**config.mk**
```make
export PLATFORM = sky130hd
export DESIGN_NAME = msrv32_instr_fetch_flat
export DESIGN_NICKNAME = d
export VERILOG_FILES = /design/src/rtl/msrv32_instr_fetch_if.sv /design/src/rtl/msrv32_instr_fetch.sv /design/src/flat_wrapper.sv
export SDC_FILE = /design/constraint.sdc
export NUM_CORES = 1
export LEC_CHECK = 0
export CORE_AREA = 2 2 167 169
export CTS_CLUSTER_DIAMETER = 120
export DETAILED_ROUTE_END_ITERATION = 12
export DIE_AREA = 0 0 169 171
export PLACE_DENSITY = 0.57
export SYNTH_ARGS = -nofsm -noshare
export SYNTH_HDL_FRONTEND = slang
export SYNTH_SLANG_ARGS = --single-unit
```
**constraint.sdc**
```tcl
create_clock -name ms_riscv32_mp_clk_in -period 5.7 [get_ports ms_riscv32_mp_clk_in]
set_clock_uncertainty 0.05 [all_clocks]
set_input_delay 0.57 -clock ms_riscv32_mp_clk_in [delete_from_list [all_inputs] [get_ports ms_riscv32_mp_clk_in]]
set_output_delay 0.57 -clock ms_riscv32_mp_clk_in [all_outputs]
set_load 0.02 [all_outputs]
```
**src/rtl/msrv32_instr_fetch_if.sv**
```systemverilog
// Bus bundle for the instruction fetch unit. It carries the PC intake, the
// instruction-memory request/response channel and the decode-side output.
//   slave  : view used by the fetch unit itself
//   master : view used by whatever surrounds it (PC register, memory, decode)
interface msrv32_instr_fetch_if;
    logic [31:0] pc_in;
    logic        pc_valid_in;
    logic        fetch_ready_out;
    logic        flush_in;
    logic        imem_req_valid_out;
    logic        imem_req_ready_in;
    logic [31:0] imem_addr_out;
    logic        imem_rsp_valid_in;
    logic [31:0] imem_rsp_data_in;
    logic        instr_valid_out;
    logic        instr_ready_in;
    logic [31:0] instr_out;
    logic [31:0] instr_pc_out;
    logic        instr_misaligned_out;

    modport slave (
        input  pc_in, pc_valid_in, flush_in, imem_req_ready_in,
               imem_rsp_valid_in, imem_rsp_data_in, instr_ready_in,
        output fetch_ready_out, imem_req_valid_out, imem_addr_out,
               instr_valid_out, instr_out, instr_pc_out, instr_misaligned_out
    );

    modport master (
        output pc_in, pc_valid_in, flush_in, imem_req_ready_in,
               imem_rsp_valid_in, imem_rsp_data_in, instr_ready_in,
        input  fetch_ready_out, imem_req_valid_out, imem_addr_out,
               instr_valid_out, instr_out, instr_pc_out, instr_misaligned_out
    );
endinterface

```
**src/rtl/msrv32_instr_fetch.sv**
```systemverilog
// Instruction fetch unit: accepts PCs, issues in-order word fetches, pairs
// each returned word with its PC and offers it to decode. A flush drops all
// buffered entries and marks every in-flight fetch for discard.
// Optional feature macro: MSRV32_IF_MISALIGN_CHK_EN (misaligned-PC fault
// detection; faulting entries carry NOP_INSTR and a misaligned flag).
module msrv32_instr_fetch #(
    parameter int          DEPTH     = 2,
    parameter logic [31:0] NOP_INSTR = 32'h0000_0013
) (
    input  logic                  ms_riscv32_mp_clk_in,
    input  logic                  ms_riscv32_mp_rst_n_in,
    msrv32_instr_fetch_if.slave   bus
);
    localparam int PW = (DEPTH > 1) ? $clog2(DEPTH) : 1;
    localparam int CW = PW + 1;
    localparam logic [CW:0] DEPTH_W = (CW+1)'(DEPTH);

    // occupancy counters and FIFO pointers
    logic [CW-1:0] out_cnt_q, out_cnt_d;
    logic [CW-1:0] drop_cnt_q, drop_cnt_d;
    logic [CW-1:0] buf_cnt_q, buf_cnt_d;
    logic [PW-1:0] tag_wr_q, tag_wr_d, tag_rd_q, tag_rd_d;
    logic [PW-1:0] buf_wr_q, buf_wr_d, buf_rd_q, buf_rd_d;

    // tag FIFO: PC and fault flag of each live in-flight fetch
    logic [31:0] tag_pc_mem   [DEPTH];
    logic        tag_flag_mem [DEPTH];
    // output buffer: completed {pc, word, flag} entries awaiting decode
    logic [31:0] buf_pc_mem    [DEPTH];
    logic [31:0] buf_instr_mem [DEPTH];
    logic        buf_flag_mem  [DEPTH];

    logic credit_ok, issue, rsp_take, rsp_keep, pop, issue_flag, head_valid;

    // in-flight plus buffered entries must stay below DEPTH so the buffer never overflows
    assign credit_ok = ({1'b0, out_cnt_q} + {1'b0, buf_cnt_q}) < DEPTH_W;

    assign bus.imem_req_valid_out = bus.pc_valid_in & credit_ok & ~bus.flush_in;
    assign bus.fetch_ready_out    = bus.imem_req_ready_in & credit_ok & ~bus.flush_in;
    assign bus.imem_addr_out      = {bus.pc_in[31:2], 2'b00};

`ifdef MSRV32_IF_MISALIGN_CHK_EN
    assign issue_flag = |bus.pc_in[1:0];
`else
    // no fault detection: flag is constant 0, so the misaligned output is tied low
    assign issue_flag = 1'b0;
`endif

    assign issue    = bus.pc_valid_in & bus.fetch_ready_out;
    // a response with nothing outstanding is a protocol error and is ignored
    assign rsp_take = bus.imem_rsp_valid_in & (out_cnt_q != '0);
    assign rsp_keep = rsp_take & (drop_cnt_q == '0) & ~bus.flush_in;

    assign head_valid = (buf_cnt_q != '0);
    assign pop        = head_valid & bus.instr_ready_in & ~bus.flush_in;

    assign bus.instr_valid_out      = head_valid;
    assign bus.instr_out            = head_valid ? buf_instr_mem[buf_rd_q] : 32'h0;
    assign bus.instr_pc_out         = head_valid ? buf_pc_mem[buf_rd_q]    : 32'h0;
    assign bus.instr_misaligned_out = head_valid & buf_flag_mem[buf_rd_q];

    // next-state for counters and pointers; flush clears both FIFOs and
    // reloads the drop count with what remains outstanding after this cycle
    always_comb begin
        out_cnt_d  = out_cnt_q + CW'(issue) - CW'(rsp_take);
        drop_cnt_d = drop_cnt_q;
        tag_wr_d   = tag_wr_q;
        tag_rd_d   = tag_rd_q;
        buf_wr_d   = buf_wr_q;
        buf_rd_d   = buf_rd_q;
        buf_cnt_d  = buf_cnt_q;
        if (bus.flush_in) begin
            drop_cnt_d = out_cnt_d;
            tag_wr_d   = '0;
            tag_rd_d   = '0;
            buf_wr_d   = '0;
            buf_rd_d   = '0;
            buf_cnt_d  = '0;
        end else begin
            if (rsp_take && drop_cnt_q != '0)
                drop_cnt_d = drop_cnt_q - CW'(1);
            if (issue)
                tag_wr_d = tag_wr_q + PW'(1);
            if (rsp_keep) begin
                tag_rd_d = tag_rd_q + PW'(1);
                buf_wr_d = buf_wr_q + PW'(1);
            end
            if (pop)
                buf_rd_d = buf_rd_q + PW'(1);
            buf_cnt_d = buf_cnt_q + CW'(rsp_keep) - CW'(pop);
        end
    end

    // control state register with synchronous active-low reset
    always_ff @(posedge ms_riscv32_mp_clk_in) begin
        if (!ms_riscv32_mp_rst_n_in) begin
            out_cnt_q  <= '0;
            drop_cnt_q <= '0;
            buf_cnt_q  <= '0;
            tag_wr_q   <= '0;
            tag_rd_q   <= '0;
            buf_wr_q   <= '0;
            buf_rd_q   <= '0;
        end else begin
            out_cnt_q  <= out_cnt_d;
            drop_cnt_q <= drop_cnt_d;
            buf_cnt_q  <= buf_cnt_d;
            tag_wr_q   <= tag_wr_d;
            tag_rd_q   <= tag_rd_d;
            buf_wr_q   <= buf_wr_d;
            buf_rd_q   <= buf_rd_d;
        end
    end

    // storage writes; contents need no reset since occupancy gates every read
    always_ff @(posedge ms_riscv32_mp_clk_in) begin
        if (issue) begin
            tag_pc_mem[tag_wr_q]   <= bus.pc_in;
            tag_flag_mem[tag_wr_q] <= issue_flag;
        end
        if (rsp_keep) begin
            buf_pc_mem[buf_wr_q]    <= tag_pc_mem[tag_rd_q];
            buf_flag_mem[buf_wr_q]  <= tag_flag_mem[tag_rd_q];
            buf_instr_mem[buf_wr_q] <= tag_flag_mem[tag_rd_q] ? NOP_INSTR : bus.imem_rsp_data_in;
        end
    end
endmodule

```
**src/flat_wrapper.sv**
```systemverilog
// flat-port wrapper written by rule: the top's interface ports become plain ports
module msrv32_instr_fetch_flat 
#(
    parameter int          DEPTH     = 2,
    parameter logic [31:0] NOP_INSTR = 32'h0000_0013
)
  (ms_riscv32_mp_clk_in, ms_riscv32_mp_rst_n_in, bus_pc_in, bus_pc_valid_in, bus_flush_in, bus_imem_req_ready_in, bus_imem_rsp_valid_in, bus_imem_rsp_data_in, bus_instr_ready_in, bus_fetch_ready_out, bus_imem_req_valid_out, bus_imem_addr_out, bus_instr_valid_out, bus_instr_out, bus_instr_pc_out, bus_instr_misaligned_out);
  msrv32_instr_fetch_if bus_i ();
  input  logic ms_riscv32_mp_clk_in;
  input  logic ms_riscv32_mp_rst_n_in;
  input wire logic [$bits(bus_i.pc_in)-1:0] bus_pc_in;
  input wire logic [$bits(bus_i.pc_valid_in)-1:0] bus_pc_valid_in;
  input wire logic [$bits(bus_i.flush_in)-1:0] bus_flush_in;
  input wire logic [$bits(bus_i.imem_req_ready_in)-1:0] bus_imem_req_ready_in;
  input wire logic [$bits(bus_i.imem_rsp_valid_in)-1:0] bus_imem_rsp_valid_in;
  input wire logic [$bits(bus_i.imem_rsp_data_in)-1:0] bus_imem_rsp_data_in;
  input wire logic [$bits(bus_i.instr_ready_in)-1:0] bus_instr_ready_in;
  output wire logic [$bits(bus_i.fetch_ready_out)-1:0] bus_fetch_ready_out;
  output wire logic [$bits(bus_i.imem_req_valid_out)-1:0] bus_imem_req_valid_out;
  output wire logic [$bits(bus_i.imem_addr_out)-1:0] bus_imem_addr_out;
  output wire logic [$bits(bus_i.instr_valid_out)-1:0] bus_instr_valid_out;
  output wire logic [$bits(bus_i.instr_out)-1:0] bus_instr_out;
  output wire logic [$bits(bus_i.instr_pc_out)-1:0] bus_instr_pc_out;
  output wire logic [$bits(bus_i.instr_misaligned_out)-1:0] bus_instr_misaligned_out;
  assign bus_i.pc_in = bus_pc_in;
  assign bus_i.pc_valid_in = bus_pc_valid_in;
  assign bus_i.flush_in = bus_flush_in;
  assign bus_i.imem_req_ready_in = bus_imem_req_ready_in;
  assign bus_i.imem_rsp_valid_in = bus_imem_rsp_valid_in;
  assign bus_i.imem_rsp_data_in = bus_imem_rsp_data_in;
  assign bus_i.instr_ready_in = bus_instr_ready_in;
  assign bus_fetch_ready_out = bus_i.fetch_ready_out;
  assign bus_imem_req_valid_out = bus_i.imem_req_valid_out;
  assign bus_imem_addr_out = bus_i.imem_addr_out;
  assign bus_instr_valid_out = bus_i.instr_valid_out;
  assign bus_instr_out = bus_i.instr_out;
  assign bus_instr_pc_out = bus_i.instr_pc_out;
  assign bus_instr_misaligned_out = bus_i.instr_misaligned_out;
  msrv32_instr_fetch #(.DEPTH(DEPTH), .NOP_INSTR(NOP_INSTR)) u_core (.ms_riscv32_mp_clk_in(ms_riscv32_mp_clk_in), .ms_riscv32_mp_rst_n_in(ms_riscv32_mp_rst_n_in), .bus(bus_i));
endmodule
```
==> impl.org <==
** Outcome
- Status :: finished, final reports clean

** Layout
- In the final layout, the multi-input gates occupy about 0.0017 mm^2.
- The filler cells instantiated in the layout total 2540.
- Fin nets :: 697
- In the final layout, the share of cells above drive strength 1 is 0.1197.
- Relative area change from synthesis to final layout :: 31.70%
- FF/Latch Area :: about 0.0060 mm^2

** Synthesis
- In the synthesized netlist, the number of instances is approximately 480.
- A synthesized cell averages roughly 17 um^2.
- Part of the Yosys area used for sequential elements :: 0.7451
- In this run, synthesis inferred roughly 190 flip-flops with an integrated enable.
- Of all cell types, the one taking the most synthesized area is sky130_fd_sc_hd__edfxtp_1.
- Cell area after synthesis :: slightly above 0.008 mm^2
- The most used flip-flop cell after synthesis is sky130_fd_sc_hd__edfxtp_1.
- For this run, asynchronously set or reset flops after synthesis account for 0.
- Ranked by total cell area, the synthesized netlist is headed by sky130_fd_sc_hd__edfxtp_1 (72%), sky130_fd_sc_hd__mux2i_1 (8.1%), sky130_fd_sc_hd__mux2_2 (4.2%), sky130_fd_sc_hd__buf_4 (4.0%), sky130_fd_sc_hd__nor2_1 (3.3%).
- Yosys mapped the design onto 40 distinct sky130hd cell types.
- The share of synthesized area in the top cell type comes to 0.7153.
- Number of warning messages in the yosys log :: 0
- Number of flip-flops and latches in the synthesized netlist :: approximately 200

** Global routing
- Antenna violations before repair :: 1
- The first global-routing pass estimated approximately 24000 um of wire.
- Entering global routing, the biggest net connects 65 pins.
- Global Route Usage Sum :: 0.1069
- Via count of the first global-routing pass :: ~4500
- The total overflow left after global routing is 0.

** Clock tree
- CTS H-tree depth :: 1
- After clock tree synthesis, the clock-pin slew on the worst setup and hold paths is approximately 0.060 ns.
- In this run the deepest clock path goes through 3 buffers.
- Count of clock tree sinks :: around 200
- After clock tree synthesis, the setup repair step added 0 buffers.
- # hold bufs at CTS :: 0
- Num CTS Buffers :: 22
- TritonCTS built the clock tree.
- Buffer type at the clock tree root :: sky130_fd_sc_hd__clkbuf_16
- The number of gates resized after CTS was 0.
- Worst-skew pair later-pin latency :: ~0.50 ns

** Place
- Number of buffers inserted by port buffering :: 167
- Detail Placement HPWL :: 9630 um
- At the end of routability-driven placement, the weighted congestion stood at roughly 0.76.
- Setup Slack @ Placement :: roughly 2.7 ns

** Pwr
- Worst-case vdd ir drop :: about 0.00017 V
- PwrDens :: about 340 mW/mm^2
- The analysis attributes to cell leakage a power of about 3.4 nW.

** Critical path
- STA puts the critical path data arrival time at around 2.7 ns.
- The worst setup path is of the reg -> out kind.
- Maximum net fanout on the critical path :: 64
- The critical path goes through mux2i_1 -> nor2_1 -> clkdlybuf4s50_1.
- Grouping stages by cell kind, the critical path spends the most delay in flip-flops.
- STA classifies the critical path startpoint as a flip-flop.
- The worst setup path is captured at an output port.
- The largest single stage delay on the critical path is about 1.1 ns.
- CP Buf/Inv Count :: 1
- Crit path required time :: approximately 5 ns
- Standard cell with the maximum stage delay on the critical path :: sky130_fd_sc_hd__dfxtp_4

** Floorplanning
- The die covers a little under 0.03 mm^2.
- Width of the chip :: 169 um
- For this configuration, the core starts out at a cell density of 0.2950.
- Chip Height :: 171 um
- I/O pin cnt :: 171
- Core outline area :: 0.02732 mm^2
- The initialized floorplan defines 61 standard-cell rows.

** Detailed routing
- The detail route stage leaves a number of antenna-violating nets equal to 0.
- The first detailed-routing pass took 4 iterations.
- DRC violation total after the first TritonRoute iteration :: 200
- The routed design has about 16000 um of wire.
- Dividing the detail-routed wire length by the instance count gives roughly 16 um.
- Routed via count :: between 4000 and 5000
- DRC violation count after routing :: 0
- Post-DR vias/cell :: ~4.3

** STA
- In this run the tightest slew margin relative to its limit is 0.2228.
- Setup repair after global routing left no endpoint under its margin.
- Post-route setup TNS :: 0 ns
- Across all setup checks in the final design, the least slack found is 2.378 ns.
- Counting I/O delays and the setup requirement, the final critical path takes about 3.3 ns.
- Final Slew Violations :: 0
- At the pin with the least slew margin, the transition time is approximately 1.2 ns.
- Final count of negative-setup-slack endpoints :: 0
- The count of final hold-check violations was 0.
- Highest clock frequency the design can meet :: 0.3010 GHz
- Part of the cycle the worst path needs :: 0.5828

** Hold path
- Worst hold path type :: reg -> reg

** Flow run
- MaxCap Viol Count :: 0
[layout by cell type (no fill, tap or decap), types with 2 or more instances in the layout]
master and n:
sky130_fd_sc_hd__o21ai_0 4, sky130_fd_sc_hd__mux2_1 2, sky130_fd_sc_hd__xor2_1 3, sky130_fd_sc_hd__a21oi_1 2, sky130_fd_sc_hd__clkinvlp_4 2, sky130_fd_sc_hd__bufinv_16 5
sky130_fd_sc_hd__mux2i_1 65, sky130_fd_sc_hd__mux2_2 30, sky130_fd_sc_hd__conb_1 3, sky130_fd_sc_hd__dfxtp_1 10, sky130_fd_sc_hd__nor2_1 70, sky130_fd_sc_hd__or3_1 2
sky130_fd_sc_hd__and2_4 2, sky130_fd_sc_hd__inv_1 10, sky130_fd_sc_hd__clkdlybuf4s50_1 167, sky130_fd_sc_hd__edfxtp_1 192, sky130_fd_sc_hd__buf_4 3, sky130_fd_sc_hd__xnor2_1 2
sky130_fd_sc_hd__clkinv_1 4, sky130_fd_sc_hd__ha_1 5, sky130_fd_sc_hd__clkbuf_16 23, sky130_fd_sc_hd__clkbuf_1 5
[sequential cells by signal, summed over array words and instances (netlist names), named ones only]
signal / cells
u_core.tag_pc_mem: 64
u_core.out_cnt_q: 2
u_core.buf_instr_mem: 64
u_core.buf_rd_q: 1
u_core.buf_cnt_q: 2
u_core.buf_wr_q: 1
u_core.drop_cnt_q: 2
u_core.buf_pc_mem: 64
u_core.tag_rd_q: 1
u_core.tag_wr_q: 1
[metrics by stage]
step           power, W  hold WS [ns]  area, um^2  cells  utilization
6_report       0.003618        0.4562       10620    982       0.3885
5_1_grt        0.003760        0.5042       10610    981       0.3884
4_1_cts        0.003671        0.4535       10610    981       0.3884
3_5_place_dp   0.002147        0.4463        9838    942       0.3601
2_1_floorplan  0.001994        0.4225        8068    479            -
3_3_place_gp   0.002131        0.4336        9838    942       0.3601
[final timing paths]
check	end	slack, ns	cells after the start	start
min reg2reg	flip-flop	0.46	2	u_core.tag_rd_q
max reg2reg	u_core.tag_pc_mem[0][29]	2.91	6	u_core.buf_cnt_q[0]
max	bus_instr_pc_out[9]	2.38	3	flip-flop
min	flip-flop	0.46	2	u_core.tag_rd_q
[cell families (layout without fill, tap and decap cells)]
family	count (synthesis)	count (layout)	synth area share
buf+inv	64	220	0.05262
flops	204	204	0.7451
xor+xnor	5	5	0.005434
mux	97	97	0.1254
fa+ha+maj	6	6	0.01025
simple gates	88	88	0.05076
other cells	1	4	0.0004652
compound gates	12	12	0.009936
[area by class of cell]
cell class | instances | share of cell area
clock buffers | 28 | 0.05599
flip-flops and latches | 204 | 0.5662
inverters | 11 | 0.003890
repair buffers | 170 | 0.1596
multi-input cells | 211 | 0.1563
diodes | 1 | 0.0002357
well taps | 346 | 0.04078
clock inverters | 11 | 0.01697
[metal layers]
layer	part of all wire	global-route usage	up-vias
met5	0	0	-
met4	0.023	0.03159	0
met3	0.057	0.02637	24
met2	0.51	0.1962	132
met1	0.41	0.1234	2085
li1	-	-	2010
[cells in the mapped netlist (2+ instances only)]
cell type and count:
sky130_fd_sc_hd__edfxtp_1 192, sky130_fd_sc_hd__nor2_1 71, sky130_fd_sc_hd__mux2i_1 65, sky130_fd_sc_hd__buf_4 43, sky130_fd_sc_hd__mux2_2 30, sky130_fd_sc_hd__dfxtp_1 12
sky130_fd_sc_hd__inv_1 10, sky130_fd_sc_hd__buf_2 6, sky130_fd_sc_hd__ha_1 5, sky130_fd_sc_hd__o21ai_0 4, sky130_fd_sc_hd__xor2_1 3, sky130_fd_sc_hd__a21oi_1 2
sky130_fd_sc_hd__and2_1 2, sky130_fd_sc_hd__buf_6 2, sky130_fd_sc_hd__clkbuf_1 2, sky130_fd_sc_hd__mux2_1 2, sky130_fd_sc_hd__or3_1 2, sky130_fd_sc_hd__xnor2_1 2
[power breakdown]
group          leakage, nW  internal, W  switching, W
combinational         1.18     0.000164      0.000191
clock                0.367     0.000960      0.000550
sequential            1.83      0.00172     0.0000300
total                 3.38      0.00285      0.000771
[worst min-delay path, stage by stage, from the launching register on]
cell                      delay (ns)
sky130_fd_sc_hd__dfxtp_1        0.30
sky130_fd_sc_hd__o21ai_0        0.09
sky130_fd_sc_hd__a21oi_1        0.07
No activity file was read; power rests on OpenSTA's default activity.
